===== src/rtl/ps2_host_tx.sv =====
// ps2_host_tx: PS/2 host-to-device transmitter (request-to-send, 11-bit frame, ack check)
//
// Ports:
//   clk, rst_n            system clock, asynchronous active-low reset
//   tx_data, tx_valid     command byte and request; accepted when tx_valid & tx_ready
//   tx_ready              high only while idle
//   ps2_clk_in            sampled PS/2 clock line (synchronised internally, 3 flops)
//   ps2_data_in           sampled PS/2 data line (synchronised internally, 2 flops)
//   ps2_clk_oe            1 pulls ps2_clk low, 0 releases it
//   ps2_data_oe           1 pulls ps2_data low, 0 releases it
//   tx_done               one-cycle pulse: device acknowledged the byte
//   tx_err                one-cycle pulse: device nacked or the transfer timed out
//   busy                  high whenever a transfer is in progress
//
// Build option: define PS2_TX_RETRY_EN to retry a byte once after its first
// nack or timeout before reporting tx_err.
module ps2_host_tx #(
    parameter int INHIBIT_CYCLES = 5000,
    parameter int SETUP_CYCLES   = 50,
    parameter int TIMEOUT_CYCLES = 1000000
) (
    input  logic       clk,
    input  logic       rst_n,
    input  logic [7:0] tx_data,
    input  logic       tx_valid,
    output logic       tx_ready,
    input  logic       ps2_clk_in,
    input  logic       ps2_data_in,
    output logic       ps2_clk_oe,
    output logic       ps2_data_oe,
    output logic       tx_done,
    output logic       tx_err,
    output logic       busy
);
    localparam int CW = $clog2(INHIBIT_CYCLES > SETUP_CYCLES ? INHIBIT_CYCLES : SETUP_CYCLES) + 1;
    localparam int TW = $clog2(TIMEOUT_CYCLES) + 1;

    typedef enum logic [2:0] {IDLE, INHIBIT, REQ, SEND, ACK, WAIT_IDLE, DONE, ERR} state_t;

    state_t        state, state_n, fail_state;
    logic [2:0]    clk_sync;
    logic [1:0]    data_sync;
    logic [9:0]    shreg;
    logic [3:0]    bit_cnt;
    logic [CW-1:0] cnt;
    logic [TW-1:0] tmo;
    logic          drive, fall, tmo_hit, timed;

    assign fall     = clk_sync[2] & ~clk_sync[1];
    assign timed    = (state == SEND) || (state == ACK) || (state == WAIT_IDLE);
    assign tmo_hit  = tmo == TW'(TIMEOUT_CYCLES - 1);
    assign tx_ready = state == IDLE;
    assign busy     = state != IDLE;

`ifdef PS2_TX_RETRY_EN
    logic retry;
    assign fail_state = retry ? ERR : INHIBIT;
    always_ff @(posedge clk or negedge rst_n) begin
        if (!rst_n)
            retry <= 1'b0;
        else if (state == DONE || state == ERR)
            retry <= 1'b0;
        else if (timed && state_n == INHIBIT)
            retry <= 1'b1;
    end
`else
    assign fail_state = ERR;
`endif

    always_comb begin
        state_n     = state;
        ps2_clk_oe  = 1'b0;
        ps2_data_oe = 1'b0;
        tx_done     = 1'b0;
        tx_err      = 1'b0;
        case (state)
            IDLE:      if (tx_valid) state_n = INHIBIT;
            INHIBIT: begin
                ps2_clk_oe = 1'b1;
                if (cnt == CW'(INHIBIT_CYCLES - 1)) state_n = REQ;
            end
            REQ: begin
                ps2_clk_oe  = 1'b1;
                ps2_data_oe = 1'b1;
                if (cnt == CW'(SETUP_CYCLES - 1)) state_n = SEND;
            end
            SEND: begin
                ps2_data_oe = drive;
                state_n = tmo_hit ? fail_state : (fall && bit_cnt == 4'd9) ? ACK : SEND;
            end
            ACK:       state_n = (tmo_hit || (fall && data_sync[1])) ? fail_state : fall ? WAIT_IDLE : ACK;
            WAIT_IDLE: state_n = tmo_hit ? fail_state : (clk_sync[2] && data_sync[1]) ? DONE : WAIT_IDLE;
            DONE: begin
                tx_done = 1'b1;
                state_n = IDLE;
            end
            ERR: begin
                tx_err  = 1'b1;
                state_n = IDLE;
            end
            default:   state_n = IDLE;
        endcase
    end

    // Sync flops reset high so an idle bus never looks like a falling edge.
    // drive is preset to 1 in REQ so the start bit stays on the line until the
    // device's first falling edge; bit 9 of shreg is the stop bit (1), so the
    // tenth edge releases data.
    always_ff @(posedge clk or negedge rst_n) begin
        if (!rst_n) begin
            state     <= IDLE;
            clk_sync  <= 3'b111;
            data_sync <= 2'b11;
            shreg     <= '0;
            bit_cnt   <= '0;
            cnt       <= '0;
            tmo       <= '0;
            drive     <= 1'b0;
        end else begin
            state     <= state_n;
            clk_sync  <= {clk_sync[1:0], ps2_clk_in};
            data_sync <= {data_sync[0], ps2_data_in};
            if (tx_valid && state == IDLE)
                shreg <= {1'b1, ~^tx_data, tx_data};
            cnt       <= (state_n == state && (state == INHIBIT || state == REQ)) ? cnt + 1'b1 : '0;
            tmo       <= timed ? tmo + 1'b1 : '0;
            bit_cnt   <= (state == SEND) ? bit_cnt + {3'b000, fall} : '0;
            drive     <= (state == REQ) ? 1'b1 : (state == SEND && fall) ? ~shreg[bit_cnt] : drive;
        end
    end
endmodule


===== config.mk =====
export PLATFORM = sky130hd
export DESIGN_NAME = ps2_host_tx
export DESIGN_NICKNAME = d
export VERILOG_FILES = /design/src/rtl/ps2_host_tx.sv
export SDC_FILE = /design/constraint.sdc
export NUM_CORES = 1
export LEC_CHECK = 0
export CAP_MARGIN = 20
export CELL_PAD_IN_SITES_DETAIL_PLACEMENT = 0
export CELL_PAD_IN_SITES_GLOBAL_PLACEMENT = 1
export CORE_UTILIZATION = 50
export DETAILED_ROUTE_END_ITERATION = 6
export DONT_BUFFER_PORTS = 1
export PLACE_DENSITY_LB_ADDON = 0.1
export SYNTH_ARGS = -nofsm -noshare
export SYNTH_HDL_FRONTEND = slang
export SYNTH_SLANG_ARGS = --single-unit

===== constraint.sdc =====
create_clock -name clk -period 2 [get_ports clk]
set_input_delay 0.2 -clock clk [delete_from_list [all_inputs] [get_ports clk]]
set_output_delay 0.2 -clock clk [all_outputs]
set_load 0.1 [all_outputs]

Word-level counts from Yosys, hierarchy flattened
Cells that the tools add are included.
- bits in latches: 0
- memory bits (writable): 0
- register bits after elaboration: 58
- bits in read-only memories: 0
- word-level logic and storage cells: 64
- input port bits: 13
- memories kept: 0
- output and inout bits: 6
- mux-type cells: 21
- reductions and logical operators: 16
- $lt $le $gt $ge: 1
- shifts and indexed selects: 0
- add/sub/neg operators: 3
- divide/modulo/power cells: 0
- bitwise gates (word level): 3
- multipliers: 0
- equal/unequal tests: 12
- operators by type and width (cell ; number):
    $add A21 B1 Y21 const B ; 1
    $eq A21 B20 Y1 const B ; 1
    $mux W21 ; 1
    $pmux W3 S7 ; 1
    $mux W3 ; 5
    $add A14 B1 Y14 const B ; 1
    $eq A14 B13 Y1 const B ; 1
    $eq A14 B6 Y1 const B ; 1
    $mux W14 ; 1
    $eq A3 B3 Y1 const B ; 4
    $reduce_xnor A8 Y1 ; 1
    $mux W1 ; 7
    $eq A3 B2 Y1 const B ; 2
    $logic_and A1 B1 Y1 ; 6
    $mux W2 ; 3
    $lt A4 B5 Y1 const B ; 1
    $add A4 B1 Y4 ; 1
    $bmux W1 S4 ; 1
    $eq A4 B4 Y1 const B ; 1
    $logic_or A1 B1 Y1 ; 4
    $mux W4 ; 1
    $reduce_or A2 Y1 ; 2
    $eq A3 B1 Y1 const B ; 1
    $eq A3 B3 Y1 ; 1
    6 further kinds ; 7

Depth between registers and ports, before layout
Gate-level depths: netlist of the first run.
- depth after elaboration: 9
- gate-level depth with buffers: 9
- depth with buffers taken out: 7

Least setup slack after synthesis of the first run
No wires, ideal clock.
- path kind: register -> output
- from: reg state[0]
- to: out busy
- arrival: 3.948 ns
- cell stages (with the launch flop): 4
- path buffers: 1
- slack: -2.148 ns
- path through: dfrtp_1 buf_2 nor3_1 inv_1
- cells in the longest elaborated chain, start to end: 1
- ends and longest elaborated chain (item ; RTL line ; text):
    start: declaration ; 40 ; state_t state, state_n, fail_state;
    start signal: assignment ; 120 ; state <= state_n;
    $reduce_bool A3 Y1 ; 53 ; assign busy = state != IDLE;
    end: declaration ; 33 ; output logic busy
Every way passes these cells.

Worst setup path in the final report of the first run
- from: reg state[1]
- to: out busy
Same word-level chain as after synthesis.

==> qor.yml, run 1 <==
clocking:
  cts.sinks: 58
  cts_tree: "built"
  clock_latency_ps: 340
  ctsHtreeMaxLevel: 3
  cts.root.buffer_cell: "clkbuf_8"
  clk_pin_slew_worst_paths_ps: 60
  cts_made_buffers: 9
  cts_buffer_depth: 2
  cts_setup_buffers: 0
sta:
  drv_slew: 0
  finClkSkew_ps: 9.14
  fmax_mhz: 525
  finalHoldViolations: 0
  setup_violations: 0
  worst_slew_pin_slew_ps: 419
  fin_setup_tns_ps: 0
  relSlewSlack_pct: 71.9
  timing.final.crit_share_pct: 95.3
  min_period_ps: 1910
pwr:
  vdd_drop_max_mv: 0.509
  p_leak_nw: 1.50
  p_per_area_mw_per_mm2: 714
yosys:
  syn_inst: 286
  syn_area_mm2: 0.00298
  synthesis.nets: 304
  ys_async_sr_fraction_pct: 100
  synth.avg_cell_area_um2: 10.4
  synth-edff-count: 0
  synth-seq-cells: 58
  synth_ff_type: "dfrtp_1"
  synth_cell_type_count: 46
  ys_seq_area_share_pct: 48.9
  ys_warn_count: 0
detailed_routing:
  drtPass1Iterations: 4
  ant_nets: 0
  vias: 2088
  routedWlPerCell_um: 14.5
  drtIter0Drc: 124
  drc: 0
  viasPerCell: 5.35
  routed_wirelength_um: 5670
floorplanning:
  die_x_um: 79.2
  rows: 27
  pin_count: 19
  design.die.area_mm2: 0.00628
  core_area_mm2: 0.00564
  initial_core_util_pct: 52.8
  fp.dieH_um: 79.2
final_layout:
  nets: 331
  drive_gt1_share_pct: 20.8
  syn2layout_area_growth_pct: 20.4
  diodes: 0
  final_util_pct: 63.7
  final_area_mm2: 0.00359
worst_setup_path:
  critPathRequiredTime_ps: 1800
  critPathMaxFanout: 11
  critPathCaptureType: "primary output"
  setup.worst_path.start_class: "flip-flop"
  critPathMaxStageDelay_ps: 520
  worstSetupPathDepth: 4
  crit_path_end: "busy"
  crit_family: "buffers and inverters"
  crit_slowest_cell: "dfrtp_1"
  cp_common_cell: "buf_4"
  critPathBufInv: 3
  startpoint: "state[1]"
  r2r-end: "cnt[3]"
  crit_chain: "nor3_4 -> buf_4 -> inv_1 -> buf_4"
  critPathKind: "reg2out"
  worstReg2RegStart: "cnt[0]"
  critical_path_arrival_ps: 1710
  rrSetupSlack_ps: 120
  reg2regPathDepth: 7
placed_design:
  place_area_mm2: 0.00318
  port_buffers: 0
  place_congestion: 0.741
  hpwl_um: 3680
global_route:
  grt_pass1_wl_um: 10200
  antenna_found_initial: 0
  grt_max_degree: 59
  grt_pass1_vias: 2214
  grt_util_all_layers_pct: 21.6
  grt-ovfl-total: 0
hold_path:
  min_path_type: "in2reg"
run_status:
  status: "completed"
flow_run:
  maxCapViolCount: 0
==> metrics by stage <==
step                      setup slack (ps)  hold slack (ps)  total power, W  cells
after global placement                 152            -94.4         0.00124    362
after CTS                             59.5              113         0.00260    390
after global routing                 -1.35              156         0.00266    390
final                                 94.8              128         0.00257    390
after floorplan                       -235            -95.6         0.00123    286
after detailed placement              76.2            -94.4         0.00124    362
==> layout by cell type, fill, tap and decap left out, drive strengths merged, types with 2 or more instances in the layout <==
master and count:
dfrtp 53, nor2 37, xor2 22, nor3 20, xnor2 19, nand2 17
nand3 16, buf 16, clkbuf 13, dlygate4sd3 11, mux2 9, nand4 8
and3 8, o21ai 7, inv 6, and2 5, dfstp 5, ha 5
nor4 5, and4 4, nor2b 3, nand3b 3, or2 3, nor3b 3
nand2b 2, nor4b 2, mux4 2, mux2i 2, bufinv 2
==> cell usage after synthesis, types with 3 or more instances <==
master     n  share of area (%)
dfstp_2    5                4.4
clkbuf_1   4               0.50
o21ai_0    6                1.0
nor4_1     3               0.63
xor2_1    22                6.5
and4_1     3               0.88
ha_1       5                2.1
mux2_2     9                3.4
nand3b_1   3               0.76
xnor2_1   19                5.6
inv_1      6               0.76
nand3_1   15                2.5
nor2b_1    3               0.63
nand2_1   17                2.1
and3_1     7                1.5
buf_2      5               0.84
nor2_1    37                4.7
dfrtp_1   53                 44
nor3_1    18                3.0
and2_1     5                1.0
nand4_1    8                1.7
==> worst register-to-register path: stages (launching register included) <==
cell and delay (ps):
dfrtp_1 400, ha_2 230, nand3_2 120, nor4_4 330, a31oi_2 160, nor4_4 260, buf_6 200, nor3_1 70
==> repair_timing <==
action                     in CTS  in global routing
setup endpoints to repair       0                 14
hold endpoints to repair       68                  0
hold buffers                   12                  0
gates resized for setup         0                  4
==> cells by family (layout without fill, tap and decap cells) <==
logic type	count (synthesis)	in the layout	synth area share, %
AO/OA/AOI/OAI	14	14	3.06
XOR/XNOR	41	41	12.0
buffers and inverters	17	49	2.85
AND/OR/NAND/NOR	138	138	25.5
flip-flops	58	58	48.9
multiplexers	13	13	5.58
adder cells (fa/ha/maj)	5	5	2.10
==> cell type report <==
class / instances / area, um^2
clock buffer: 13 / 179
clock inverter: 3 / 68.8
fill: 453 / 2050
inverter: 6 / 22.5
multi-input combinational: 211 / 1520
sequential: 58 / 1460
tap: 72 / 90.1
timing repair buffer: 27 / 254
==> registers in the layout, summed over array words and instances (netlist names) <==
register and flops:
tmo 21, drive 1, state 3, shreg 10, data_sync 2, bit_cnt 4, cnt 14, clk_sync 3
==> report_power, final <==
| group | total (W) | internal (W) | leakage, nW | switching (W) |
|---|---|---|---|---|
| combinational | 0.0000761 | 0.0000373 | 0.599 | 0.0000388 |
| clock | 0.00130 | 0.000840 | 0.126 | 0.000465 |
| sequential | 0.00118 | 0.00118 | 0.774 | 0.00000220 |
==> metal layers <==
metal / wire length (um) / vias up / global-route usage (%)
met4: 75 / 0 / 8.73
li1: - / 1041 / -
met3: 198 / 7 / 7.01
met2: 2680 / 37 / 32.8
met1: 2710 / 1003 / 28.4
met5: 0 / - / 0
==> how the worst min path moves through the flow <==
stage	from	to	slack [ps]	cells past startpoint
after floorplan	rst_n	bit_cnt[0]	-100	0
after global placement	rst_n	cnt[5]	-90	0
after detailed placement	rst_n	cnt[4]	-90	0
after CTS	tx_valid	state[0]	110	2
after global routing	tx_valid	state[0]	160	2
final	tx_valid	state[0]	130	2
Note: power is estimated with default switching activity, not from simulation.
==> run 2: changes to the inputs <==
- MAX_ROUTING_LAYER: not set -> met4
==> run 2 against run 1 <==
Against the previous run:
- worst hold slack better by 1.3 ps
- global-route usage is 0.68 points higher
- sequential power hardly changed
- utilization stayed put
- count of clock-buffer cells in the layout stayed put
- via count hardly changed
- largest cell class unchanged
- highest routed layer unchanged
==> qor.yml, run 2 (same netlist as run 1, synthesis figures left out) <==
worst_setup_path:
  critPathBufInv: 3  # unchanged
  crit_slowest_cell: "dfrtp_1"
  r2r-end: "cnt[3]"
  critPathMaxFanout: 11  # unchanged
  setup.worst_path.start_class: "flip-flop"
  critPathRequiredTime_ps: 1800  # about the same
  reg2regPathDepth: 7  # unchanged
  crit_family: "buffers and inverters"
  crit_path_end: "busy"
  startpoint: "state[1]"
  rrSetupSlack_ps: 120  # about the same
  critical_path_arrival_ps: 1700  # about the same
  worstReg2RegStart: "cnt[0]"
  worstSetupPathDepth: 4  # unchanged
  critPathMaxStageDelay_ps: 520  # about the same
  crit_chain: "nor3_4 -> buf_4 -> inv_1 -> buf_4"
  critPathKind: "reg2out"
  cp_common_cell: "buf_4"
  critPathCaptureType: "primary output"
sta:
  finClkSkew_ps: 10.7  # +1.57 ps
  rsz0062_at_grt: "false"
  min_period_ps: 1900  # -3.43 ps
  drv_slew: 0  # unchanged
  setup_violations: 0  # unchanged
  layout_setup_ws_ps: 98.2  # +3.43 ps
  finalHoldViolations: 0  # unchanged
  relSlewSlack_pct: 71.9  # unchanged
  timing.final.crit_share_pct: 95.1  # -0.17 points
  fmax_mhz: 526  # +0.18%
  worst_slew_pin_slew_ps: 419  # unchanged
global_route:
  antenna_found_initial: 0  # unchanged
  grt-ovfl-total: 0  # unchanged
  grt_max_degree: 59  # unchanged
  grt_util_all_layers_pct: 22.3  # +0.68 points
  grt_pass1_vias: 2225  # +0.50%
  grt_pass1_wl_um: 10200  # about the same
clocking:
  ctsHtreeMaxLevel: 3  # unchanged
  cts.sinks: 58  # unchanged
  cts.root.buffer_cell: "clkbuf_8"
  cts_made_buffers: 9  # unchanged
  cts_setup_buffers: 0  # unchanged
  cts_buffer_depth: 2  # unchanged
  clk_pin_slew_worst_paths_ps: 60  # about the same
  clock_latency_ps: 340  # about the same
  cts_tree: "built"
pwr:
  p_per_area_mw_per_mm2: 714  # about the same
  vdd_drop_max_mv: 0.513  # +0.75%
  p_switching_w: 0.000506  # +0.10%
  seqPwrFrac_pct: 46.2  # about the same
  p_leak_nw: 1.50  # unchanged
  p_clk_share_pct: 50.9  # about the same
  power_w: 0.00257  # about the same
  pwr-share-comb_pct: 3.0  # about the same
  p_sw_share_pct: 19.7  # about the same
  power.internal_w: 0.00206  # unchanged
floorplanning:
  die_x_um: 79.2  # unchanged
  pin_count: 19  # unchanged
  initial_core_util_pct: 52.8  # unchanged
  design.die.area_mm2: 0.00628  # unchanged
  fp.dieH_um: 79.2  # unchanged
  core_area_mm2: 0.00564  # unchanged
  rows: 27  # unchanged
final_layout:
  final_common_cell: "dfrtp_1"
  largest_reg_flops: 21  # unchanged
  final_area_mm2: 0.00359  # unchanged
  syn2layout_area_growth_pct: 20.4  # unchanged
  largestRegisters: "tmo: 21 flops, cnt: 14 flops, shreg: 10 flops"
  final_cell_mix: "dfrtp_1, nor2_1, xor2_1"
  fin_cells: 390  # unchanged
  fillCellCount: 453  # unchanged
  nets: 331  # unchanged
  final_util_pct: 63.7  # unchanged
  drive_gt1_share_pct: 20.8  # unchanged
  diodes: 0  # unchanged
  largest_register: "tmo"
detailed_routing:
  drtIter0Drc: 106  # -15%
  drtPass1Iterations: 4  # unchanged
  vias: 2087  # -0.048%
  routedWlPerCell_um: 14.6  # +0.41%
  routed_wirelength_um: 5690  # +0.41%
  viasPerCell: 5.35  # about the same
  drc: 0  # unchanged
  ant_nets: 0  # unchanged
placed_design:
  place_congestion: 0.751  # +1.2%
  dpl.cell_count: 362  # unchanged
  dp_slack_ps: 76.2  # unchanged
  port_buffers: 0  # unchanged
  place_area_mm2: 0.00318  # unchanged
  hpwl_um: 3680  # unchanged
flow_run:
  maxCapViolCount: 0  # unchanged
hold_path:
  min_path_type: "in2reg"
run_status:
  status: "completed"
## run 2: cell counts in the layout (fill, tap and decap cells not counted)
Identical to the previous run, type by type.
## run 2: worst min-delay path by stage
| stage | from | slack (ps) | to | cells after the start |
|---|---|---|---|---|
| 2_1_floorplan | rst_n | -100 | bit_cnt[0] | 0 |
| 3_3_place_gp | rst_n | -90 | cnt[5] | 0 |
| 3_5_place_dp | rst_n | -90 | cnt[4] | 0 |
| 4_1_cts | tx_valid | 110 | state[0] | 2 |
| 5_1_grt | tx_valid | 150 | state[0] | 2 |
| 6_report | tx_valid | 130 | state[0] | 2 |
## run 2: metrics by stage
stage          TNS, ps  hold WS, ps
5_1_grt              0          154
6_report             0          129
4_1_cts              0          113
3_5_place_dp         0        -94.4
3_3_place_gp         0        -94.4
2_1_floorplan    -1860        -95.6
## run 2: timing repair
action | CTS | global route
endpoints found under the hold margin | 68 | 0
endpoints found under the setup margin | 0 | 14
gates resized for setup | 0 | 4
hold buffers | 12 | 0
## run 2: layout make-up
class	count	area, um^2	area share, %
timing repair buffer	27	254	7.07
inverter	6	22.5	0.627
clock inverter	3	68.8	1.92
clock buffer	13	179	4.98
tap	72	90.1	2.51
multi-input combinational	211	1520	42.3
sequential	58	1460	40.6
## run 2: power groups by stage
stage	sequential (W)	combinational, W	clock (W)
floorplan	0.00121	0.0000267	0
global placement	0.00121	0.0000301	0
detailed placement	0.00121	0.0000301	0
CTS	0.00118	0.0000791	0.00134
global route	0.00118	0.0000866	0.00139
finish	0.00118	0.0000761	0.00131
## run 2: layer usage
| metal | part of all wire [%] | track usage [%] |
|---|---|---|
| met1 | 48 | 28.3 |
| met2 | 47 | 33.0 |
| met3 | 3.6 | 7.36 |
| met4 | 1.1 | 8.73 |
| met5 | 0 | - |
